### src/rtl/soc_msp430_dmem_arb_pkg.sv
// Shared types and constants for the data-memory arbiter.
//   owner_t    : which requester owned the memory in the previous cycle.
//                This selects where the registered read data is returned.
//   WAIT_CNT_W : width of the DMA starvation wait counter.
package soc_msp430_dmem_arb_pkg;

    typedef enum logic [1:0] {
        OWN_NONE   = 2'd0,
        OWN_CPU    = 2'd1,
        OWN_DMA_RD = 2'd2
    } owner_t;

    localparam int WAIT_CNT_W = 8;

endpackage

### src/rtl/soc_msp430_arb_starve_cnt.sv
// Saturating wait counter that tracks how long the DMA requester has been
// refused access, plus a threshold flag.
//   mclk, reset_n : clock, async active-low reset
//   dma_req       : DMA request
//   dma_gnt       : DMA grant issued this cycle
//   dma_starve    : high while the counter sits at DMA_MAX_WAIT
module soc_msp430_arb_starve_cnt
    import soc_msp430_dmem_arb_pkg::*;
#(
    parameter int DMA_MAX_WAIT = 8
) (
    input  logic mclk,
    input  logic reset_n,
    input  logic dma_req,
    input  logic dma_gnt,
    output logic dma_starve
);

    localparam logic [WAIT_CNT_W-1:0] MAX_WAIT = WAIT_CNT_W'(DMA_MAX_WAIT);

    logic [WAIT_CNT_W-1:0] wait_cnt;

    always_ff @(posedge mclk or negedge reset_n) begin
        if (!reset_n)
            wait_cnt <= '0;
        else if (!dma_req || dma_gnt)
            wait_cnt <= '0;
        else if (wait_cnt != MAX_WAIT)
            wait_cnt <= wait_cnt + 1'b1;
    end

    // The flag is a decode of the counter register, so it is already
    // registered. It drops in the cycle after the grant clears the counter.
    assign dma_starve = (wait_cnt == MAX_WAIT);

endmodule

### src/rtl/soc_msp430_dmem_arbiter.sv
// Shares the single-port data memory between the CPU (absolute priority,
// never stalled) and a DMA-style requester served only in CPU-idle cycles.
//   mclk, reset_n          : clock, async active-low reset
//   cpu_dmem_*             : CPU data-memory bus (cen/wen active low)
//   dma_req/addr/din/we    : DMA request (we active high, 2'b00 = read)
//   dma_gnt                : DMA access accepted this cycle
//   dma_rvalid/dma_rdata   : DMA read return, one cycle after the grant
//   dma_starve             : DMA has waited DMA_MAX_WAIT cycles
//   dmem_*                 : physical memory port (dout valid one cycle later)
module soc_msp430_dmem_arbiter
    import soc_msp430_dmem_arb_pkg::*;
#(
    parameter int DMEM_AW      = 10,
    parameter int DMA_MAX_WAIT = 8
) (
    input  logic               mclk,
    input  logic               reset_n,
    input  logic [DMEM_AW-1:0] cpu_dmem_addr,
    input  logic               cpu_dmem_cen,
    input  logic [15:0]        cpu_dmem_din,
    input  logic [1:0]         cpu_dmem_wen,
    output logic [15:0]        cpu_dmem_dout,
    input  logic               dma_req,
    input  logic [DMEM_AW-1:0] dma_addr,
    input  logic [15:0]        dma_din,
    input  logic [1:0]         dma_we,
    output logic               dma_gnt,
    output logic               dma_rvalid,
    output logic [15:0]        dma_rdata,
    output logic               dma_starve,
    output logic [DMEM_AW-1:0] dmem_addr,
    output logic               dmem_cen,
    output logic [15:0]        dmem_din,
    output logic [1:0]         dmem_wen,
    input  logic [15:0]        dmem_dout
);

    owner_t      owner, owner_nxt;
    logic [15:0] rdata_q;
    logic [15:0] cpu_q;
    logic        cpu_acc;

    assign cpu_acc = ~cpu_dmem_cen;

    // The grant is masked during reset so that a waiting requester does not
    // see a grant that the owner register cannot record.
    assign dma_gnt = dma_req & cpu_dmem_cen & reset_n;

    // Memory port mux. When the port is idle, address and data stay at the CPU
    // values so that they do not toggle without a reason.
    always_comb begin
        dmem_addr = cpu_dmem_addr;
        dmem_din  = cpu_dmem_din;
        dmem_cen  = 1'b1;
        dmem_wen  = 2'b11;
        if (cpu_acc) begin
            dmem_cen = cpu_dmem_cen;
            dmem_wen = cpu_dmem_wen;
        end else if (dma_gnt) begin
            dmem_addr = dma_addr;
            dmem_din  = dma_din;
            dmem_cen  = 1'b0;
            dmem_wen  = ~dma_we;
        end
    end

    always_comb begin
        owner_nxt = OWN_NONE;
        if (cpu_acc)
            owner_nxt = OWN_CPU;
        else if (dma_gnt && dma_we == 2'b00)
            owner_nxt = OWN_DMA_RD;
    end

    always_ff @(posedge mclk or negedge reset_n) begin
        if (!reset_n) begin
            owner   <= OWN_NONE;
            rdata_q <= '0;
            cpu_q   <= '0;
        end else begin
            owner <= owner_nxt;
            if (owner == OWN_DMA_RD)
                rdata_q <= dmem_dout;
            if (owner == OWN_CPU)
                cpu_q <= dmem_dout;
        end
    end

    // Read return. Each side sees live memory data only in the cycle after its
    // own access. Otherwise it sees its last held value, so the two requesters
    // never observe each other's traffic.
    assign dma_rvalid    = (owner == OWN_DMA_RD);
    assign dma_rdata     = (owner == OWN_DMA_RD) ? dmem_dout : rdata_q;
    assign cpu_dmem_dout = (owner == OWN_CPU)    ? dmem_dout : cpu_q;

    soc_msp430_arb_starve_cnt #(
        .DMA_MAX_WAIT(DMA_MAX_WAIT)
    ) u_starve (
        .mclk      (mclk),
        .reset_n   (reset_n),
        .dma_req   (dma_req),
        .dma_gnt   (dma_gnt),
        .dma_starve(dma_starve)
    );

endmodule

### config.mk
export PLATFORM = sky130hd
export DESIGN_NAME = soc_msp430_dmem_arbiter
export DESIGN_NICKNAME = d
export VERILOG_FILES = /design/src/rtl/soc_msp430_dmem_arb_pkg.sv /design/src/rtl/soc_msp430_arb_starve_cnt.sv /design/src/rtl/soc_msp430_dmem_arbiter.sv
export SDC_FILE = /design/constraint.sdc
export NUM_CORES = 1
export LEC_CHECK = 0
export ABC_AREA = 1
export CORE_MARGIN = 2
export CORE_UTILIZATION = 39
export DETAILED_ROUTE_END_ITERATION = 7
export PLACE_DENSITY_LB_ADDON = 0.15
export SETUP_SLACK_MARGIN = 0.15
export SLEW_MARGIN = 10
export SYNTH_ARGS = -nofsm -noshare
export SYNTH_HDL_FRONTEND = slang
export SYNTH_SLANG_ARGS = --single-unit
export TNS_END_PERCENT = 5
### constraint.sdc
create_clock -name mclk -period 3.26 [get_ports mclk]
set_input_delay 0.652 -clock mclk [delete_from_list [all_inputs] [get_ports mclk]]
set_output_delay 0.652 -clock mclk [all_outputs]
set_load 0.02 [all_outputs]
After elaboration in Yosys (flattened, before gate mapping)
Cells that the tools add are included.
{"block": "totals", "regBits": 42, "latchBits": 0, "ram_bits": 0, "mem_bits_ro": 0, "in_bits": 76, "out_inout_bits": 64, "word_cells": 31, "n_memories": 0}
{"block": "op_classes", "add_sub_neg": 1, "n_mul": 0, "n_div": 0, "magnitude_cmp": 0, "n_eq_ne": 4, "n_shift": 0, "mux": 14, "bitwise_logic": 3, "reduce_logical": 5}
{"op": "two-way mux 16 bit", "count": 4}
{"op": "two-way mux 10 bit", "count": 2}
{"op": "two-way mux 8 bit", "count": 2}
{"op": "adder 8 x 1 -> 8 bit, second input constant", "count": 1}
{"op": "equality test 8 x 4 -> 1 bit, second input constant", "count": 1}
{"op": "two-way mux 2 bit", "count": 4}
{"op": "inequality test 8 x 4 -> 1 bit, second input constant", "count": 1}
{"op": "bitwise AND 1 bit", "count": 2}
{"op": "equality test 2 x 1 -> 1 bit, second input constant", "count": 1}
{"op": "equality test 2 bit, second input constant", "count": 1}
{"op": "logical NOT 2 bit", "count": 1}
{"op": "two-way mux 1 bit", "count": 2}
{"op": "NOT 2 bit", "count": 1}
{"op": "nonzero test 2 bit", "count": 1}
{"op": "logical AND 1 bit", "count": 1}
{"op": "logical NOT 1 bit", "count": 1}
{"op": "logical OR 1 bit", "count": 1}

Depth between registers and ports, before layout
{"block": "depth", "word_depth": 5, "ltp_mapped": 7, "depth_no_buf": 7}

Cells and area by module
Synthesis repeated with hierarchy kept, for this count alone.
{"block": "unflattened", "cells_unflattened": 293, "area_unflattened_um2": 2228.4}
{"mod": "soc_msp430_dmem_arbiter", "n_inst": 1, "cells_per_inst": 228, "area_per_inst_um2": 1771.7, "seq_area_each_um2": 850.8}
{"mod": "soc_msp430_arb_starve_cnt", "n_inst": 1, "cells_per_inst": 65, "area_per_inst_um2": 456.7, "seq_area_each_um2": 200.2}

Least setup slack after synthesis
No wires, ideal clock.
{"block": "synth_path", "kind": "input -> output", "startpoint": "input port reset_n", "endpoint": "output port dmem_wen[0]", "arrival_ns": 1.334, "required_ns": 2.608, "setup_slack_ns": 1.274, "path_stages": 4, "n_path_buf": 1, "cell_sequence": "nand3_4 -> inv_2 -> buf_4 -> a21oi_1"}
{"block": "synth_between", "elab_chain_len": 3}
{"item": "start: declaration", "line": "soc_msp430_dmem_arbiter.sv:17", "rtl": "input logic reset_n,"}
{"item": "bitwise AND 1 bit", "line": "soc_msp430_dmem_arbiter.sv:47", "rtl": "assign dma_gnt = dma_req & cpu_dmem_cen & reset_n;"}
{"item": "named net dma_gnt", "line": "soc_msp430_dmem_arbiter.sv:27", "rtl": "output logic dma_gnt,"}
{"item": "two-way mux 2 bit", "line": "soc_msp430_dmem_arbiter.sv:59", "rtl": "end else if (dma_gnt) begin"}
{"item": "two-way mux 2 bit", "line": "soc_msp430_dmem_arbiter.sv:56", "rtl": "if (cpu_acc) begin"}
{"item": "end: declaration", "line": "soc_msp430_dmem_arbiter.sv:34", "rtl": "output logic [1:0] dmem_wen,"}
The timed path passes the listed nets, and every way through them passes these cells.

Final worst setup path
{"block": "layout_path", "startpoint": "input port cpu_dmem_cen", "endpoint": "output port dmem_wen[1]"}
{"block": "layout_between", "elab_chain_len": 4}
{"item": "start: declaration", "line": "soc_msp430_dmem_arbiter.sv:19", "rtl": "input logic cpu_dmem_cen,"}
{"item": "bitwise AND 1 bit (2 in a row)", "line": "soc_msp430_dmem_arbiter.sv:47"}
{"item": "two-way mux 2 bit", "line": "soc_msp430_dmem_arbiter.sv:59"}
{"item": "two-way mux 2 bit (*)", "line": "soc_msp430_dmem_arbiter.sv:56"}
Mark *: on every way between the ends. The rest lies on a longest branch, timed or not.

==> impl_metrics.env <==
export IMPL_status="finished, final reports clean"
export IMPL_drive_above_1_share_pct=4.53
export IMPL_layoutNonFillerInstCount=489
export IMPL_clockBufferDepth=2
export IMPL_hold_viol=0
export IMPL_post_cts_setup_buffers=0
export IMPL_drt_iter0_markers=105
export IMPL_synth_edf_count=0
export IMPL_mappedNetlistNets=357
export IMPL_worstReg2RegEnd="u_starve.wait_cnt[1]"
export IMPL_finalInstanceArea_um2=3620
export IMPL_max_freq_mhz=325
export IMPL_routed_via_density=4.51
export IMPL_ctsHtreeMaxLevel=2
export IMPL_hold_end="cpu_q[8]"
export IMPL_die_w_um=77.2
export IMPL_place_ws_ns=0.154
export IMPL_cts_tree="done"
export IMPL_wl_met2_um=2800
export IMPL_p_int_mw=1.04
export IMPL_min_from="cpu_q[8]"
export IMPL_cts_sinks=42
export IMPL_maxCapViolCount=0
export IMPL_die_area_um2=5970
export IMPL_antennaDiodeCount=0
export IMPL_worstPathArrival_ns=2.43
export IMPL_skew_ns=0.00209
export IMPL_ys_seq_area_share_pct=50.2
export IMPL_r2r_slack_ns=1.97
export IMPL_ios=140
export IMPL_drt_wl_total_um=5920
export IMPL_post_route_drc_count=0
export IMPL_avgSynthCellArea_um2=7.50
export IMPL_final_nets=496
export IMPL_m1WireLength_um=2430
export IMPL_grt_pass1_vias=2277
export IMPL_p_leak_nw=1.71
export IMPL_hold_depth=2
export IMPL_dr_pass1_iters=4
export IMPL_ir_drop_mv=0.204
export IMPL_synth_seq_cells=42
export IMPL_place_inst=481
export IMPL_cts_resized=0
export IMPL_root_buffer="clkbuf_8"
export IMPL_slew_violations=0
export IMPL_seqPwrFrac_pct=40.6
export IMPL_finalSetupViolCount=0
export IMPL_cts_made_buffers=5
export IMPL_fin_tns_setup_ns=0
export IMPL_dp_hpwl_um=4710
export IMPL_grt_setup_unrepaired="true"
export IMPL_p_clk_share_pct=22.4
export IMPL_row_count=26
export IMPL_gr_usage_all_layers_pct=20.8
export IMPL_via_count=2203
export IMPL_synthDistinctLibCells=23
export IMPL_initial_utilization_pct=40.7
export IMPL_grt_max_degree=44
export IMPL_antenna_found_initial=0
export IMPL_reg2reg_from="u_starve.wait_cnt[0]"
export IMPL_total_power_mw=1.50
export IMPL_synthCells=279
export IMPL_slew_headroom_pct=65.3
export IMPL_end_kind="primary output"
export IMPL_combPwrFrac_pct=37.0
export IMPL_worstSkewPairLatency_ns=0.29
export IMPL_synthFlopType="dfrtp_1"
export IMPL_hp_class="register to register"
export IMPL_area_growth_synth_to_final_pct=73.2
export IMPL_p_switching_uw=460
export IMPL_die_y_um=77.2
export IMPL_fin_crit_sh_pct=94.4
export IMPL_coreArea_um2=5140
export IMPL_holdBufCountCts=0
export IMPL_worstSetupPathType="input port to primary output"
export IMPL_grt_pass1_wl_um=10000
export IMPL_p_sw_share_pct=30.6
export IMPL_reg2regPathDepth=6
export IMPL_wl_met3_um=557
export IMPL_setup_ws_ns=0.183
export IMPL_tightest_slew_ns=0.521
export IMPL_powerDensity_nw_per_um2=414
export IMPL_port_buffers=139
export IMPL_worstPathRequired_ns=2.61
export IMPL_worst_path_max_fanout=30
export IMPL_yosys_warnings=0
export IMPL_placed_area_um2=3530
export IMPL_antenna_left=0
export IMPL_synthArstFlopShare_pct=100
export IMPL_min_period_ns=3.08
export IMPL_clk_transition_reported_paths_ns=0.07
export IMPL_dr_max_layer_used="met4"
export IMPL_gr_total_overflow=0
export IMPL_syn_area_um2=2090
export IMPL_startpoint_type="input port"
export IMPL_finalWeightedCongestion=0.813
export IMPL_post_drt_wl_per_cell_um=12.1
## layout by cell type, fill, tap and decap left out, drive strengths merged
| cell type | synthesis | layout |
|---|---|---|
| a21boi | 1 | 1 |
| a21oi | 5 | 5 |
| buf | 10 | 6 |
| clkbuf | 2 | 6 |
| clkdlybuf4s50 | 0 | 138 |
| clkinv | 0 | 2 |
| clkinvlp | 0 | 1 |
| dfrtp | 42 | 42 |
| ha | 2 | 2 |
| inv | 27 | 26 |
| nand2 | 126 | 126 |
| nand3 | 9 | 9 |
| nand4 | 1 | 1 |
| nor2 | 15 | 15 |
| nor3 | 3 | 3 |
| o21ai | 33 | 33 |
| or2 | 1 | 1 |
| xnor2 | 1 | 1 |
| xor2 | 1 | 1 |
## cell type report
| type | instances | area (um2) |
|---|---|---|
| clock buffer | 6 | 82.6 |
| multi-input combinational | 198 | 863 |
| tap | 70 | 87.6 |
| inverter | 27 | 103 |
| clock inverter | 2 | 12.5 |
| fill | 442 | 1520 |
| timing repair buffer | 144 | 1420 |
| sequential | 42 | 1050 |
## cells by family (layout without fill, tap and decap cells)
logic type               Yosys count  count (layout)  share of synthesized area (%)
adder cells (fa/ha/maj)            2               2                           1.20
XOR/XNOR                           2               2                          0.837
buffers and inverters             39             179                           8.49
AND/OR/NAND/NOR                  155             155                           29.6
AO/OA/AOI/OAI                     39              39                           9.63
flip-flops                        42              42                           50.2
## worst max-delay path: stages
cell and delay (ns):
clkdlybuf4s50_1 0.46, nand3_4 0.11, clkinv_2 0.30, a21oi_1 0.25, clkdlybuf4s50_1 0.64
## cells in the mapped netlist (all sizes together) (2+ instances only)
master	count	area, um2
inv	27	101
a21oi	5	25.0
nor2	15	56.3
nor3	3	20.0
ha	2	25.0
dfrtp	42	1050
nand2	126	473
clkbuf	2	7.51
o21ai	33	165
nand3	9	57.6
buf	10	68.8
## state kept, by name (all words and copies together) (netlist names)
| name | count |
|---|---|
| cpu_q | 16 |
| rdata_q | 16 |
| u_starve.wait_cnt | 8 |
| owner | 2 |
## power by group through the flow
stage	Clock (mW)	Combinational [mW]	Sequential, mW
6_report	0.337	0.556	0.609
5_1_grt	0.379	0.602	0.617
4_1_cts	0.352	0.562	0.609
3_5_place_dp	0	0.560	0.620
3_3_place_gp	0	0.552	0.616
2_1_floorplan	0	0.247	0.615
## routing by layer
metal | global-route usage [%] | up-vias
met3 | 8.24 | 13
met2 | 35.8 | 104
met5 | 0 | -
met4 | 7.50 | 0
li1 | - | 1139
met1 | 23.2 | 947
## metrics by stage
stage | hold slack [ns] | utilization, %
floorplan | 0.356 | -
global placement | 0.479 | 68.6
detailed placement | 0.486 | 68.6
CTS | 0.504 | 70.5
global route | 0.537 | 70.5
finish | 0.500 | 70.5
## worst max-delay path by stage
stage / start / to / slack, ns / cells past startpoint
floorplan: reset_n / dmem_wen[0] / 1.27 / 4
global placement: cpu_dmem_cen / dmem_addr[4] / 0.16 / 6
detailed placement: cpu_dmem_cen / dmem_din[14] / 0.15 / 6
CTS: dma_req / dmem_din[14] / 0.15 / 6
global route: dma_req / dmem_wen[1] / 0.05 / 5
finish: cpu_dmem_cen / dmem_wen[1] / 0.18 / 5
(Power assumes the default switching activity.)
